===== config.mk =====
export PLATFORM = sky130hd
export DESIGN_NAME = harmonic_mag_scheduler
export DESIGN_NICKNAME = d
export VERILOG_FILES = /design/src/rtl/harmonic_mag_scheduler.sv
export SDC_FILE = /design/constraint.sdc
export NUM_CORES = 1
export LEC_CHECK = 0
export BUFFER_PORTS_ARGS = -buffer_cell sky130_fd_sc_hd__buf_4
export CAP_MARGIN = 20
export CORE_MARGIN = 2
export CORE_UTILIZATION = 61
export CTS_CLUSTER_DIAMETER = 60
export DETAILED_ROUTE_END_ITERATION = 7
export GPL_TIMING_DRIVEN = 0
export PLACE_DENSITY = 0.91
export SLEW_MARGIN = 20
export SYNTH_ARGS = -nofsm -noshare
export SYNTH_HDL_FRONTEND = slang
export SYNTH_SLANG_ARGS = --single-unit

===== constraint.sdc =====
create_clock -name clk_in -period 7.7 [get_ports clk_in]
set_input_delay 0.77 -clock clk_in [delete_from_list [all_inputs] [get_ports clk_in]]
set_output_delay 0.77 -clock clk_in [all_outputs]
set_load 0.01 [all_outputs]

===== src/rtl/harmonic_mag_scheduler.sv =====
// -----------------------------------------------------------------------------
// harmonic_mag_scheduler
//
// Time-shares one magnitude unit across NUM_HARMONICS complex coefficients of
// a frame. Each coefficient is handed over with a start/done handshake. The
// results are collected into a vector, which is published with a one-cycle
// valid strobe. One overrun frame can be buffered. Further overrun frames are
// dropped and counted. A watchdog frees the unit if it never answers.
//
// Ports
//   clk_in, rst_in     clock, synchronous active-high reset
//   frame_valid_in     one-cycle strobe, frame_coeffs_in valid
//   frame_coeffs_in    packed coefficients, index 0 in the LSBs
//   mag_start_out      one-cycle start to the magnitude unit
//   mag_coeff_out      coefficient for the unit, held from start to done/timeout
//   mag_done_in        one-cycle result strobe from the unit
//   mag_in             result, valid with mag_done_in
//   mag_clear_out      one-cycle clear to the unit when the watchdog fires
//   mags_out           last completed magnitude vector, index 0 in the LSBs
//   mags_valid_out     one-cycle strobe, mags_out updated this cycle
//   busy_out           controller is not idle
//   frame_dropped_out  one-cycle strobe, incoming frame discarded
//   drop_count_out     saturating count of dropped frames
//   timeout_err_out    sticky flag, watchdog has fired
//
// FSM
//   state   | meaning
//   S_IDLE  | no frame in work, waiting for frame_valid_in
//   S_ISSUE | one cycle: start the unit on coefficient idx, arm watchdog
//   S_WAIT  | waiting for done or watchdog expiry for coefficient idx
//   S_DONE  | one cycle: publish vector, then promote pending or go idle
// -----------------------------------------------------------------------------
module harmonic_mag_scheduler #(
  parameter int NUM_HARMONICS = 5,
  parameter int COEFF_W       = 32,
  parameter int MAG_W         = 32,
  parameter int TIMEOUT       = 64
) (
  input  logic                             clk_in,
  input  logic                             rst_in,
  input  logic                             frame_valid_in,
  input  logic [NUM_HARMONICS*COEFF_W-1:0] frame_coeffs_in,
  output logic                             mag_start_out,
  output logic [COEFF_W-1:0]               mag_coeff_out,
  input  logic                             mag_done_in,
  input  logic [MAG_W-1:0]                 mag_in,
  output logic                             mag_clear_out,
  output logic [NUM_HARMONICS*MAG_W-1:0]   mags_out,
  output logic                             mags_valid_out,
  output logic                             busy_out,
  output logic                             frame_dropped_out,
  output logic [7:0]                       drop_count_out,
  output logic                             timeout_err_out
);

  localparam int IDX_W = (NUM_HARMONICS > 1) ? $clog2(NUM_HARMONICS) : 1;
  localparam int WD_W  = $clog2(TIMEOUT);
  localparam logic [IDX_W-1:0] LAST_IDX = IDX_W'(NUM_HARMONICS - 1);
  localparam logic [WD_W-1:0]  WD_LOAD  = WD_W'(TIMEOUT - 1);

  typedef enum logic [1:0] {
    S_IDLE  = 2'd0,
    S_ISSUE = 2'd1,
    S_WAIT  = 2'd2,
    S_DONE  = 2'd3
  } state_t;

  state_t                           r_state;
  state_t                           w_state_next;
  logic [IDX_W-1:0]                 r_idx;
  logic [IDX_W-1:0]                 w_idx_inc;
  logic [NUM_HARMONICS*COEFF_W-1:0] r_work;
  logic [NUM_HARMONICS*COEFF_W-1:0] r_pend;
  logic                             r_pend_full;
  logic [WD_W-1:0]                  r_wd;
  logic [NUM_HARMONICS*MAG_W-1:0]   r_collect;
  logic [NUM_HARMONICS*MAG_W-1:0]   w_collect_next;
  logic [NUM_HARMONICS*MAG_W-1:0]   r_mags;
  logic [COEFF_W-1:0]               r_coeff;
  logic [COEFF_W-1:0]               w_coeff_next;
  logic [7:0]                       r_drop_cnt;
  logic                             r_timeout_err;
  logic                             r_busy;

  logic w_in_wait;
  logic w_wd_fire;
  logic w_slot_done;
  logic [MAG_W-1:0] w_slot_val;
  logic w_last;
  logic w_overrun;
  logic w_drop;
  logic w_promote;
  logic w_direct;
  logic w_pend_store;

  assign w_in_wait  = (r_state == S_WAIT);
  // done takes priority over the watchdog on its final cycle
  assign w_wd_fire  = w_in_wait && !mag_done_in && (r_wd == '0);
  assign w_slot_done = w_in_wait && (mag_done_in || (r_wd == '0));
  assign w_slot_val = mag_done_in ? mag_in : '0;
  assign w_last     = (r_idx == LAST_IDX);
  assign w_idx_inc  = r_idx + IDX_W'(1);

  assign w_overrun  = frame_valid_in && (r_state != S_IDLE);
  assign w_drop     = w_overrun && r_pend_full;
  assign w_promote  = (r_state == S_DONE) && r_pend_full;
  // A frame arriving in DONE with the buffer empty is buffered and promoted in
  // the same step, so it goes straight into the work buffer.
  assign w_direct   = (r_state == S_DONE) && !r_pend_full && frame_valid_in;
  assign w_pend_store = w_overrun && !r_pend_full && (r_state != S_DONE);

  always_comb begin
    w_state_next = r_state;
    case (r_state)
      S_IDLE:  if (frame_valid_in) w_state_next = S_ISSUE;
      S_ISSUE: w_state_next = S_WAIT;
      S_WAIT:  if (w_slot_done) w_state_next = w_last ? S_DONE : S_ISSUE;
      S_DONE:  w_state_next = (r_pend_full || frame_valid_in) ? S_ISSUE : S_IDLE;
      default: w_state_next = S_IDLE;
    endcase
  end

  always_comb begin
    w_collect_next = r_collect;
    if (w_slot_done) begin
      w_collect_next[int'(r_idx)*MAG_W +: MAG_W] = w_slot_val;
    end
  end

  // The coefficient register is loaded on entry to ISSUE so the value is
  // already present in the start cycle and holds until the next issue.
  always_comb begin
    w_coeff_next = r_coeff;
    case (r_state)
      S_IDLE: begin
        if (frame_valid_in) w_coeff_next = frame_coeffs_in[COEFF_W-1:0];
      end
      S_WAIT: begin
        if (w_slot_done && !w_last) begin
          w_coeff_next = r_work[int'(w_idx_inc)*COEFF_W +: COEFF_W];
        end
      end
      S_DONE: begin
        if (r_pend_full)         w_coeff_next = r_pend[COEFF_W-1:0];
        else if (frame_valid_in) w_coeff_next = frame_coeffs_in[COEFF_W-1:0];
      end
      default: w_coeff_next = r_coeff;
    endcase
  end

  always_ff @(posedge clk_in) begin
    if (rst_in) begin
      r_state       <= S_IDLE;
      r_idx         <= '0;
      r_work        <= '0;
      r_pend        <= '0;
      r_pend_full   <= 1'b0;
      r_wd          <= '0;
      r_collect     <= '0;
      r_mags        <= '0;
      r_coeff       <= '0;
      r_drop_cnt    <= '0;
      r_timeout_err <= 1'b0;
      r_busy        <= 1'b0;
    end else begin
      r_state   <= w_state_next;
      r_busy    <= (w_state_next != S_IDLE);
      r_collect <= w_collect_next;
      r_coeff   <= w_coeff_next;

      // publish the whole vector at once, visible during the DONE cycle
      if (w_slot_done && w_last) r_mags <= w_collect_next;

      case (r_state)
        S_IDLE: begin
          if (frame_valid_in) begin
            r_work <= frame_coeffs_in;
            r_idx  <= '0;
          end
        end
        S_WAIT: begin
          if (w_slot_done && !w_last) r_idx <= w_idx_inc;
        end
        S_DONE: begin
          r_idx <= '0;
          if (w_promote)     r_work <= r_pend;
          else if (w_direct) r_work <= frame_coeffs_in;
        end
        default: ;
      endcase

      if (w_pend_store) begin
        r_pend      <= frame_coeffs_in;
        r_pend_full <= 1'b1;
      end else if (w_promote) begin
        r_pend_full <= 1'b0;
      end

      // watchdog down-counter, terminal count 0 means expiry
      if (r_state == S_ISSUE)          r_wd <= WD_LOAD;
      else if (w_in_wait && r_wd != '0) r_wd <= r_wd - WD_W'(1);

      if (w_wd_fire) r_timeout_err <= 1'b1;

      if (w_drop && r_drop_cnt != 8'hFF) r_drop_cnt <= r_drop_cnt + 8'd1;
    end
  end

  assign mag_start_out     = (r_state == S_ISSUE);
  assign mag_coeff_out     = r_coeff;
  assign mag_clear_out     = w_wd_fire;
  assign mags_out          = r_mags;
  assign mags_valid_out    = (r_state == S_DONE);
  assign busy_out          = r_busy;
  assign frame_dropped_out = w_drop;
  assign drop_count_out    = r_drop_cnt;
  assign timeout_err_out   = r_timeout_err;

endmodule


# After elaboration in Yosys (flattened, before gate mapping)
# Cells that the tools add are included.
# totals
wordCells	82
ff_bits	694
output_inout_bits	206
# classes
n_reduce_logical	31
n_mux	23
eq_ne	9
shifts	3
add_sub_neg	4
# op_table
operator	n
$mux W160	4
$pmux W160 S2	1
$bwmux W160	1
$shift A32 B33 Y160 const A	1
$shiftx A160 B9 Y32	1
$shiftx A32 B33 Y160	1
$mux W32	4
$pmux W32 S3	1
$neg A8 Y33	1
$logic_and A1 B1 Y1	14
$mux W6	2
$reduce_bool A2 Y1	5
$pmux W3 S3	1
$add A8 B1 Y8 const B	1
$ne A8 B8 Y1 const B	1
$pmux W2 S4	1
$logic_not A6 Y1	1
$mux W2	3
$mux W3	2
$reduce_and A3 Y1	2
$reduce_bool A6 Y1	1
$sub A6 B1 Y6 const B	1
$eq A2 B2 Y1 const B	2
$ne A2 B2 Y1 const B	2
other kinds (11)	16

# Logic depth before layout (Yosys ltp)
# logic_depth
word_depth	6
ltp_mapped	12

# Least setup slack after synthesis
# No wires, ideal clock.
# synth_timing
path_kind	register to register
start	register r_idx[0]
end	register r_mags[159], in the netlist mags_out[159]
path_stages_with_launch	11
setup_time_ps	132
required_time_ps	7568
slack_ps	5052
arrival_time_ps	2516
cell_sequence	dfxtp_1 > buf_2 > inv_1 > ha_1 > ha_1 > nand2b_1 > or4_1 > buf_2 > clkbuf_1 > a211oi_1 > nor3_1
# synth_via
elab_chain_len	4
word_cells_on_any_way	7
classes_between	1 x add/sub; 1 x eq/ne; 2 x shift; 2 x mux; 1 x reduce/logical
# synth_rtl
element	line	text
from (decl)	70	logic [IDX_W-1:0] r_idx;
from (signal assigned)	182	if (w_slot_done && !w_last) r_idx <= w_idx_inc;
$neg A8 Y33	126	w_collect_next[int'(r_idx)*MAG_W +: MAG_W] = w_slot_val;
$shiftx A32 B33 Y160 / $shift A32 B33 Y160 (equally long branches)	126	
$bwmux W160	126	
$mux W160	125	if (w_slot_done) begin
to (signal assigned)	172	if (w_slot_done && w_last) r_mags <= w_collect_next;
to (decl)	78	logic [NUM_HARMONICS*MAG_W-1:0] r_mags;
# Parallel ways exist; a longest one is shown, timed or not.
# A chain may end at the register's enable or synchronous reset.

# Final worst setup path
# layout_timing
start	register r_idx[0]
end	register r_coeff[25], in the netlist mag_coeff_out[25]
# layout_via
elab_chain_len	5
word_cells_on_any_way	9
classes_between	1 x add/sub; 2 x eq/ne; 1 x shift; 2 x mux; 3 x reduce/logical
# layout_rtl
element	line	text
parallel branches: the longest is 5 deep, another holds $add A3 B1 Y3	n/a	
to (signal assigned)	169	r_coeff <= w_coeff_next;
to (decl)	79	logic [COEFF_W-1:0] r_coeff;
# Parallel ways; which one is timed is not known. The select of a mux whose other input is x is not followed.

==> metrics.txt <==
final worst path period share=0.502; post-CTS setup repair buffer count=0; Total Neg Setup Slack=0 ns; residual DRC count=0; I/O Pins=402; Avg Inst Size Synth=a little over 8 um^2; ys async rst share=0; Layout Cells excl Fill=4,496; max cap viols=0; Post-synth top flop=dfxtp_1; Critical path buffers and inverters=4; total vias in the final route=29,000; maximum number of pins on one net before global-route repair=15; DP Wirelength=74,000 um; kind of critical path=register to register; core area=between 40,000 and 50,000 um^2; GRT Residual Overflow=0; Static Leak=approximately 13 nW; RSZ-0062 raised after global routing=no; Final Hold Viols=0; antenna viol nets, final=0; clk sink count=694; syn_nets=3,570; Slew HR=0.159; Reg-to-Reg End=mag_coeff_out[25]; vias in the first global route=26,800; Critical Path, Cell by Cell=buf_2, inv_1, ha_1, buf_2, buf_1, mux2i_1, nor3_1, a221oi_1, o211ai_1, a22o_1; Clock power frac=0.409; Via density=6.45; Syn-to-layout area delta=22.0%; TritonCTS clock tree=yes; DP Area=31,500 um^2; Worst setup EP type=register; Synth Instances=3,363; WHS Endpoint=r_pend[110]; IO buf count=400; Worst setup SP type=register; Setup WS pre-CTS=4.12 ns; CP Max Fanout=10; die area=47,200 um^2; Chip Width=around 220 um; crit-path leading delay family=buffers and inverters; CP required=8.19 ns; post-synth top area share=0.501; initial DRC count=4,450; Arr. time, crit path=~4.4 ns; FILL cells=3,151; Sw Share=0.272; Slew @ Worst Pin=1.25 ns; initial antenna violation count=10; number of enable flip-flop cells after synthesis=0; min-delay src=frame_coeffs_in[110]; critical path's slowest cell=buf_1; reg2reg setup slack=~3.8 ns; RePlAce Congestion=1.01; Max IR drop VDD=between 150 and 200 uV; later-pin clock latency in the skew report=0.63 ns; f_max=between 0.2 and 0.3 GHz; H-tree depth=3; Netlist Area Pre-Place=about 28,000 um^2; drt first pass iters=6; Area contributors post-synth=dfxtp_1 (50%), nand2_1 (10%), nor2_1 (7.5%), a311oi_1 (5.1%), a21oi_1 (4.8%); Slew Limit Fails=0; final WL=104,000 um; Switch Pwr=2.31 mW; first-pass GRT wire length=~150,000 um; die extent in y=roughly 220 um; worst r2r path cells=10; fraction of layout instances using a drive strength above 1=0.165; Worst Hold Path Cells=3; Synth Register Bits=roughly 690; Largest stage delay, worst path=0.58 ns; commonest non-fill, non-tap cells in the layout=nand2_1 (775), dfxtp_1 (694), nor2_1 (552), buf_4 (409), a21oi_1 (266); sequential-to-total area share from yosys stat=0.501; WL/cell=23.2 um; most common cell after layout, fill and taps aside=nand2_1; TritonCTS Buffers=71; post-cts resize count=0; min Tclk post-route=3.87 ns; Max clock buf depth=3; Hold Path Class=input port to register; Final Setup Violations=0; GRT Util Overall=0.426; CP most frequent cell=buf_2; finished layout cell area=33,800 um^2; Placed Cells=4,363; Comb pwr share=0.120; R2R Path Start=r_idx[0]; # rows=78; sequential share of power=0.470; Starting Density=0.615; Reg clk slew, reported paths=0.06 ns; area leader, netlist=dfxtp_1; count of cell types in the netlist=55; CTS root buffer=clkbuf_16; Pwr Density=~250 nW/um^2; final worst slack=between 3 and 4 ns; nets=4,043; Ys Warns=0; status=finished, final reports clean; internal power=roughly 6.2 mW; skew final=about 0.036 ns; Hold WS=0.395 ns; Post-CTS Hold Fix Bufs=0
power by group through the flow:
stage / clock network, mW / registers, mW / logic [mW]
global route: 3.59 / 3.99 / 1.09
CTS: 3.44 / 3.97 / 0.979
finish: 3.47 / 3.99 / 1.02
global placement: 0 / 4.04 / 0.941
detailed placement: 0 / 4.05 / 0.966
floorplan: 0 / 3.97 / 0.575
synth_stat cells (18+ instances only):
master     count
a2111oi_1     20
a211oi_1     144
a21oi_1      266
a22oi_1       71
a311oi_1     162
and2_1        25
buf_2         67
clkbuf_1     219
dfxtp_1      694
mux2_2        18
mux2i_1       34
nand2_1      775
nand3_1       24
nor2_1       552
nor3_1        73
o211ai_1      19
o21ai_0       23
registers in the layout, indices dropped and copies added (netlist names):
| signal | count |
|---|---|
| busy_out | 1 |
| drop_count_out | 8 |
| mag_coeff_out | 32 |
| mags_out | 160 |
| r_collect | 160 |
| r_idx | 3 |
| r_pend | 160 |
| r_pend_full | 1 |
| r_state | 2 |
| r_wd | 6 |
| r_work | 160 |
| timeout_err_out | 1 |
worst register-to-register path: stages (launching register included):
cell      delay (ns)
dfxtp_1         0.46
buf_2           0.36
inv_1           0.15
ha_1            0.32
buf_2           0.32
buf_1           0.58
mux2i_1         0.52
nor3_1          0.13
a221oi_1        0.45
o211ai_1        0.21
a22o_1          0.23
metal layers:
layer,share of wire,GRT usage,vias to the layer above
met4,0.089,0.320,6
met1,0.35,0.518,13300
met5,0.0012,0.0135,-
li1,-,-,12700
met2,0.43,0.643,2345
met3,0.14,0.119,648
worst max path at each step:
stage	cells past startpoint	to	startpoint	slack, ns
after floorplan	10	mags_out[159]	r_idx[0]	5.05
after global placement	10	mag_coeff_out[25]	r_idx[0]	4.14
after detailed placement	10	mag_coeff_out[25]	r_idx[0]	4.12
after CTS	10	mag_coeff_out[25]	r_idx[0]	4.08
after global routing	10	mag_coeff_out[25]	r_idx[0]	3.86
final	10	mag_coeff_out[25]	r_idx[0]	3.83
metrics by stage:
| step | total power, mW | util |
|---|---|---|
| after global routing | 8.67 | 0.750 |
| after floorplan | 4.55 | - |
| after CTS | 8.39 | 0.750 |
| final | 8.48 | 0.750 |
| after global placement | 4.98 | 0.698 |
| after detailed placement | 5.01 | 0.699 |
layout make-up:
cell class	instances	area, um^2	area share
Clock buffer	99	2050	0.0607
Sequential cell	694	13900	0.411
Multi-Input combinational cell	2355	12600	0.371
Clock inverter	22	253	0.00747
Timing Repair Buffer	400	3000	0.0888
Buffer	301	1250	0.0369
Inverter	13	48.8	0.00144
Antenna cell	12	30.0	0.000888
Tap cell	600	751	0.0222
cell families after synthesis:
group | Yosys count | share of synthesized area
AO/OA/AOI/OAI | 786 | 0.201
XOR/XNOR | 12 | 0.00433
adder cells (fa/ha/maj) | 11 | 0.00496
buffers and inverters | 314 | 0.0467
flip-flops | 694 | 0.501
multiplexers | 67 | 0.0318
AND/OR/NAND/NOR | 1479 | 0.211
(Power assumes the default switching activity.)
